[src/rtl/data_memory_pipe.sv]
// Byte-lane data memory with a valid/ready request port, a READ_LATENCY-deep read response pipe and a hardware zero-fill after reset.
// Read latency is READ_LATENCY cycles from accept. ReqReady is low only while the INIT clear runs, and there is no response backpressure.
// DMEM_ERR_RESP_EN flags and suppresses misaligned or out-of-range accesses. Without it, addresses wrap modulo DEPTH.
module data_memory_pipe #(
    parameter int DATA_WIDTH   = 32,
    parameter int ADDR_WIDTH   = 32,
    parameter int DEPTH        = 32,
    parameter int READ_LATENCY = 1
) (
    input  logic                    Clk,
    input  logic                    Rst_n,
    input  logic                    ReqValid,
    output logic                    ReqReady,
    input  logic [ADDR_WIDTH-1:0]   Address,
    input  logic [DATA_WIDTH-1:0]   WriteData,
    input  logic [DATA_WIDTH/8-1:0] ByteEn,
    input  logic                    MemRead,
    input  logic                    MemWrite,
    output logic                    RespValid,
    output logic [DATA_WIDTH-1:0]   ReadData,
    output logic                    AddrError
);
    localparam int NB    = DATA_WIDTH / 8;
    localparam int OFF_W = $clog2(NB);
    localparam int IDX_W = (DEPTH > 1) ? $clog2(DEPTH) : 1;

    typedef enum logic {ST_INIT, ST_RUN} state_t;

    state_t                  state_q, state_d;
    logic [IDX_W-1:0]        cnt_q, cnt_d;
    logic [DATA_WIDTH-1:0]   mem_q [DEPTH];

    logic                    accept;
    logic [ADDR_WIDTH-1:0]   word_idx;
    logic                    addr_bad;
    logic [IDX_W-1:0]        acc_idx;

    logic                    wr_en;
    logic [IDX_W-1:0]        wr_idx;
    logic [DATA_WIDTH-1:0]   wr_dat;
    logic [NB-1:0]           wr_be;
    logic [DATA_WIDTH-1:0]   rd_merged;

    logic [READ_LATENCY-1:0] pipe_vld_q, pipe_vld_d;
    logic [DATA_WIDTH-1:0]   pipe_dat_q [READ_LATENCY];
    logic [DATA_WIDTH-1:0]   pipe_dat_d [READ_LATENCY];

    assign word_idx = Address >> OFF_W;

`ifdef DMEM_ERR_RESP_EN
    localparam logic [ADDR_WIDTH-1:0] OFF_MASK = ADDR_WIDTH'(NB - 1);
    logic err_q, err_d;

    assign addr_bad = (|(Address & OFF_MASK)) || (word_idx >= ADDR_WIDTH'(DEPTH));
    assign acc_idx  = IDX_W'(word_idx);
    assign err_d    = accept && addr_bad;

    always_ff @(posedge Clk or negedge Rst_n) begin
        if (!Rst_n) begin
            err_q <= 1'b0;
        end else begin
            err_q <= err_d;
        end
    end

    assign AddrError = err_q;
`else
    assign addr_bad  = 1'b0;
    assign acc_idx   = IDX_W'(word_idx % ADDR_WIDTH'(DEPTH));
    assign AddrError = 1'b0;
`endif

    // INIT owns the write port until every word has been zeroed
    always_comb begin
        state_d = state_q;
        cnt_d   = cnt_q;
        accept  = 1'b0;
        wr_en   = 1'b0;
        wr_idx  = acc_idx;
        wr_dat  = WriteData;
        wr_be   = ByteEn;
        case (state_q)
            ST_INIT: begin
                wr_en  = 1'b1;
                wr_idx = cnt_q;
                wr_dat = '0;
                wr_be  = '1;
                cnt_d  = cnt_q + IDX_W'(1);
                if (cnt_q == IDX_W'(DEPTH - 1)) begin
                    state_d = ST_RUN;
                    cnt_d   = '0;
                end
            end
            ST_RUN: begin
                accept = ReqValid;
                wr_en  = ReqValid && MemWrite && !addr_bad;
            end
            default: state_d = ST_INIT;
        endcase
    end

    assign ReqReady = (state_q == ST_RUN);

    // Write-first: a combined read+write returns the merged post-write word
    always_comb begin
        rd_merged = mem_q[acc_idx];
        if (MemWrite) begin
            for (int b = 0; b < NB; b++) begin
                if (ByteEn[b]) begin
                    rd_merged[b*8 +: 8] = WriteData[b*8 +: 8];
                end
            end
        end
        if (addr_bad) begin
            rd_merged = '0;
        end
    end

    always_comb begin
        pipe_vld_d    = '0;
        pipe_dat_d    = pipe_dat_q;
        pipe_vld_d[0] = accept && MemRead;
        if (accept && MemRead) begin
            pipe_dat_d[0] = rd_merged;
        end
        for (int i = 1; i < READ_LATENCY; i++) begin
            pipe_vld_d[i] = pipe_vld_q[i-1];
            if (pipe_vld_q[i-1]) begin
                pipe_dat_d[i] = pipe_dat_q[i-1];
            end
        end
    end

    always_ff @(posedge Clk or negedge Rst_n) begin
        if (!Rst_n) begin
            state_q    <= ST_INIT;
            cnt_q      <= '0;
            pipe_vld_q <= '0;
            for (int i = 0; i < READ_LATENCY; i++) begin
                pipe_dat_q[i] <= '0;
            end
        end else begin
            state_q    <= state_d;
            cnt_q      <= cnt_d;
            pipe_vld_q <= pipe_vld_d;
            for (int i = 0; i < READ_LATENCY; i++) begin
                pipe_dat_q[i] <= pipe_dat_d[i];
            end
        end
    end

    // The array itself has no reset; the INIT sweep clears it
    always_ff @(posedge Clk) begin
        if (wr_en) begin
            for (int b = 0; b < NB; b++) begin
                if (wr_be[b]) begin
                    mem_q[wr_idx][b*8 +: 8] <= wr_dat[b*8 +: 8];
                end
            end
        end
    end

    assign RespValid = pipe_vld_q[READ_LATENCY-1];
    assign ReadData  = pipe_dat_q[READ_LATENCY-1];

endmodule

[config.mk]
export PLATFORM = sky130hd
export DESIGN_NAME = data_memory_pipe
export DESIGN_NICKNAME = d
export VERILOG_FILES = /design/src/rtl/data_memory_pipe.sv
export SDC_FILE = /design/constraint.sdc
export NUM_CORES = 1
export LEC_CHECK = 0
export CAP_MARGIN = 20
export CORE_UTILIZATION = 45
export DETAILED_ROUTE_END_ITERATION = 12
export GPL_TIMING_DRIVEN = 0
export HOLD_SLACK_MARGIN = 0.08
export PLACE_DENSITY = 0.71
export RECOVER_POWER = 100
export SETUP_SLACK_MARGIN = 0.3
export SYNTH_ARGS = -nofsm -noshare
export SYNTH_HDL_FRONTEND = slang
export SYNTH_SLANG_ARGS = --single-unit
[constraint.sdc]
create_clock -name Clk -period 4.6 [get_ports Clk]
set_clock_uncertainty 0.05 [all_clocks]
set_input_delay 0.92 -clock Clk [delete_from_list [all_inputs] [get_ports Clk]]
set_output_delay 0.92 -clock Clk [all_outputs]
set_load 0.1 [all_outputs]
==> Yosys cells after proc, flatten, opt, wreduce, memory -nomap -nowiden <==
Memories as Yosys holds them, arrays and structs flattened.
Index checks and enable logic that the tools add are counted.
{ "word_totals": {"regBits": 39, "latch_bits": 0, "mem_bits_rw": 1024, "romBits": 0, "in_bits": 73, "wordCells": 35, "memories": 1} }
{ "classes": {"n_addsub": 1, "multipliers": 0, "div": 0, "magnitude_cmp": 0, "n_eq_ne": 1, "shifts": 0, "mux": 25, "n_bitwise": 1, "reduce_logical": 2} }
{ "memory_table": {"columns": ["name", "words", "width", "read_ports", "rd_ports_with_merged_regs", "write_ports", "line_no", "rtl"], "rows": [
  ["mem_q", 32, 32, 1, 0, 1, "31", "logic [DATA_WIDTH-1:0] mem_q [DEPTH];"]
]} }
{ "op_table": {"columns": ["operator", "n"], "rows": [
  ["$mux 32", 2],
  ["$mux 8", 4],
  ["$mux 1", 15],
  ["$mux 5", 2],
  ["$add 5x1->5 const B", 1],
  ["$eq 5x5->1 const B", 1],
  ["$mux 4", 1],
  ["$logic_and 1x1->1", 2],
  ["$pmux 1 s2", 1],
  ["$not 1->1", 1]
]} }

==> Depth between registers and ports, before layout <==
{ "depth": {"word_depth": 4, "mapped_depth": 10, "ltp_nobuf": 6} }

==> Least setup slack after synthesis <==
Ideal clock, no wire load.
{ "synth_path": {"kind": "flip-flop to flip-flop", "from": "register state_q (netlist: ReqReady)", "to": "memory mem_q[25][16], enable pin", "setup_time_ns": 0.383, "t_arrival_ns": 2.811, "t_required_ns": 4.167, "slack_ns": 1.355, "path_stages_with_launch": 8, "n_path_buf": 3, "synth_period_minus_slack_ns": 3.245, "cell_sequence": "dfrtp_1 buf_2 clkbuf_1 nand2_1 o22ai_1 nand2_1 clkbuf_1 nor3_1"} }
{ "synth_via": {"elab_chain_len": 4} }
{ "synth_lines": {"columns": ["item", "line_no", "rtl"], "rows": [
  ["start: declaration", "29", "state_t state_q, state_d;"],
  ["start signal: assignment", "143", "state_q <= state_d;"],
  ["$not 1->1 or $mux 4 (tied branches)", null, null],
  ["$pmux 1 s2 or $mux 1 (tied branches)", "82, 156", null],
  ["$mux 1", "154", "if (wr_en) begin"],
  ["$mux 1 (not written as such)", "157", "mem_q[wr_idx][b*8 +: 8] <= wr_dat[b*8 +: 8];"],
  ["end: declaration", "31", null]
]} }
Parallel ways exist; a longest one is shown, timed or not.

==> Worst setup path in the final report <==
{ "layout_path": {"from": "input Address[6]", "to": "memory mem_q[14][28], enable pin"} }
{ "layout_via": {"elab_chain_len": 1} }
{ "layout_lines": {"columns": ["item", "line_no", "rtl"], "rows": [
  ["start: declaration", "14", "input logic [ADDR_WIDTH-1:0] Address,"],
  ["$mux 5", "82", "case (state_q)"]
]} }
Every way passes these cells.

==> impl_metrics.json <==
{
  "crit_path_start_kind": "input port",
  "synthFlopType": "edfxtp_1",
  "p_seq_share_pct": 50.2,
  "multi_input_area_um2": 10300,
  "grt.total_usage_pct": 28.5,
  "min_period_over_period_pct": 102,
  "yosysMostFrequentCell": "edfxtp_1",
  "cp.required_ns": 4.84,
  "seq_area_um2": 31700,
  "slew_viol_final": 75,
  "place_area_um2": 45800,
  "gr-total-overflow": 0,
  "seq_area_frac_synth_pct": 74.5,
  "path_delay_family": "buffers and inverters",
  "htree_levels": 3,
  "synth-edff-count": 1024,
  "final.setup.tns_ns": -2.75,
  "num-fill-cells": 7243,
  "cp_slowest_stage_delay_ns": 1.02,
  "synthCells": 2343,
  "yosys_register_bits": 1063,
  "endpoint_kind": "flip-flop",
  "initial_core_util_pct": 45.6,
  "routed_wl_um": 137000,
  "area_delta_synth_final_pct": 16.5,
  "portBuffers": 77,
  "grt_pass1_wl_um": 187000,
  "synth-compound-area-share_pct": 6.13,
  "yosysWarningCount": 0,
  "cts_root_buf": "clkbuf_16",
  "die_w_um": 310,
  "dp_hpwl_um": 92200,
  "ir_worst_vdd_v": 0.000302,
  "drt_iter0_drc": 4263,
  "p_per_area_nw_per_um2": 431,
  "post_synth_fa_ha_maj_area_fraction_pct": 0.0588,
  "synth_common_cells": "1,024 x edfxtp_1, 257 x mux2i_1, 128 x mux4_2, 116 x nor2_1, 109 x nor3_1",
  "worst_pin_slew_ns": 1.92,
  "vias": 25700,
  "status": "finished with violations",
  "die_y_um": 310,
  "synth_top_area_cell": "edfxtp_1",
  "intPower_mw": 16.2,
  "ant_nets": 0,
  "cp_cell_sequence": "dlygate4sd3_1 -> clkbuf_2 -> clkbuf_2 -> o32ai_1 -> nand2_1 -> clkbuf_1 -> nor3_2",
  "synth_area_per_cell_um2": 18.2,
  "maxCapViolations": 3,
  "hold_viol_final": 0,
  "layout-drive-gt1-share_pct": 18.7,
  "synth_xor_area_share_pct": 0,
  "cp.buffers_inverters": 4,
  "violations": "capacitance limit, slew limit, setup timing",
  "rsz0062_at_grt": "yes",
  "path_class": "in2reg",
  "cp_max_fo": 10,
  "yosysTopAreaCellShare_pct": 72.2,
  "synthesis.nets": 2418,
  "period_needed_ns": 4.69,
  "via_per_inst": 6.47,
  "critPathArrivalTime_ns": 4.92,
  "holdCritPathClass": "in2async",
  "cts_made_buffers": 102,
  "clock_insertion_delay_worst_skew_ns": 0.67,
  "worst_slack_ns": -0.0856,
  "fmax_ghz": 0.213,
  "setup_viol": 73,
  "slew_headroom_pct": -28.0,
  "io-pin-count": 108,
  "core_area_um2": 93500,
  "combPwrFrac_pct": 8.8,
  "p_switching_mw": 5.12,
  "async_reset_ff_share_pct": 3.67,
  "row_count": 112,
  "power_frac_clock_pct": 41.0,
  "design_area_um2": 49600,
  "place.gp.congestion": 0.983,
  "synthSimpleGateAreaFrac_pct": 4.37,
  "cts.sink_count": 1063,
  "dr.pass1.iters": 7,
  "synthMuxAreaShare_pct": 12.9,
  "cp_slowest_cell": "nor3_2",
  "switching_share_pct": 24.0,
  "path_common_cell": "clkbuf_2",
  "antenna_found_initial": 2,
  "yosys-top-cells-area": "edfxtp_1 72%, mux4_2 6.8%, mux2i_1 6.0%",
  "final_core_util_pct": 53.1,
  "post-place-ws_ns": -1.08,
  "yosysUniqueCellTypes": 47,
  "hold_buffers": 0,
  "cts_tree": "built",
  "clockBufferDepth": 3,
  "leakage_nw": 16.3,
  "clk_pin_slew_worst_paths_ns": 0.06,
  "grt_max_degree": 33,
  "avgRoutedWirePerCell_um": 34.5,
  "grt_pass1_vias": 25100,
  "fin_nets": 2705,
  "syn_area_um2": 42600,
  "drcViolationCount": 0,
  "die_area_um2": 95900,
  "synth_top_family_by_area": "multiplexers"
}
power by group through the flow:
stage          logic [mW]  registers (mW)  clock network [mW]
2_1_floorplan       0.751            11.2                   0
3_3_place_gp         1.75            10.9                   0
3_5_place_dp         1.81            10.9                   0
4_1_cts              1.82            10.7                8.75
5_1_grt              1.91            10.7                9.12
6_report             1.89            10.7                8.76
worst register-to-register path, stage by stage, from the launching register on:
cell	delay (ns)
dfrtp_1	0.34
clkbuf_1	0.45
clkbuf_1	0.81
clkbuf_1	0.85
clkbuf_1	0.36
buf_8	0.24
and2_1	1.00
final cells by class:
| type | instances | area share (%) |
|---|---|---|
| sequential | 1063 | 63.9 |
| clock inverter | 68 | 1.49 |
| clock buffer | 124 | 5.58 |
| inverter | 6 | 0.0454 |
| timing repair buffer | 183 | 3.26 |
| buffer | 160 | 1.72 |
| tap | 1254 | 3.16 |
| antenna | 1 | 0.00504 |
| multi-input combinational | 1114 | 20.8 |
cells in the final DEF (no fill, tap or decap), drive strengths merged, types with 2 or more instances in the layout:
| master | count |
|---|---|
| nand2 | 57 |
| a221oi | 86 |
| nor3b | 3 |
| dlygate4sd3 | 37 |
| a21boi | 4 |
| nor2 | 117 |
| clkinv | 43 |
| edfxtp | 1024 |
| nor3 | 109 |
| dfrtp | 39 |
| buf | 144 |
| o41ai | 14 |
| a31oi | 3 |
| a211oi | 48 |
| clkinvlp | 10 |
| o21bai | 17 |
| bufinv | 14 |
| a22oi | 34 |
| clkbuf | 246 |
| mux4 | 128 |
| mux2 | 3 |
| ha | 2 |
| and3b | 13 |
| a21oi | 49 |
| a221o | 42 |
| clkdlybuf4s50 | 39 |
| mux2i | 257 |
| inv | 7 |
| and2 | 38 |
| nor2b | 16 |
| o21ai | 37 |
| and3 | 2 |
| or2 | 7 |
| or3 | 17 |
final timing paths:
path                             from             to  slack, ns  cells past startpoint
max reg2reg                  ReqReady   mem_q[4][27]       0.11                      6
min                             Rst_n   ReadData[28]       0.59                      1
min reg2reg                  cnt_q[0]       cnt_q[1]       0.60                      2
max                        Address[6]  mem_q[14][28]      -0.09                      7
max in group asynchronous       Rst_n    ReadData[7]       1.39                      2
min in group Clk             cnt_q[0]       cnt_q[1]       0.60                      2
routing by layer:
layer  global-route usage, %  share of wire, %  up-vias
met5                       0             0.020        -
met4                    15.5               6.2        4
met3                    8.18                13      437
met2                    44.4                46     2004
met1                    36.0                35    13100
li1                        -                 -    10100
registers in the layout, indices dropped and copies added (netlist names):
signal     cells
mem_q       1024
ReqReady       1
ReadData      32
RespValid      1
cnt_q          5
cells by family after synthesis:
| group | count (synthesis) |
|---|---|
| AOI/OAI and AO/OA | 340 |
| muxes | 388 |
| and+or+nand+nor | 383 |
| adders and majority gates | 2 |
| buffers and inverters | 166 |
| DFF | 1063 |
| other | 1 |
per-stage QoR:
step,std cells,total power [mW],hold WS (ns)
detailed placement,3750,12.7,0.587
CTS,3942,21.3,0.220
global route,3972,21.7,0.590
floorplan,2343,12.0,0.470
finish,3973,21.4,0.587
global placement,3674,12.7,0.556
repair_timing:
action	in CTS	in global routing
buffers inserted	0	0
setup endpoints to repair	278	226
gates resized for setup	8	26
Note: power is estimated with default switching activity, not from simulation.
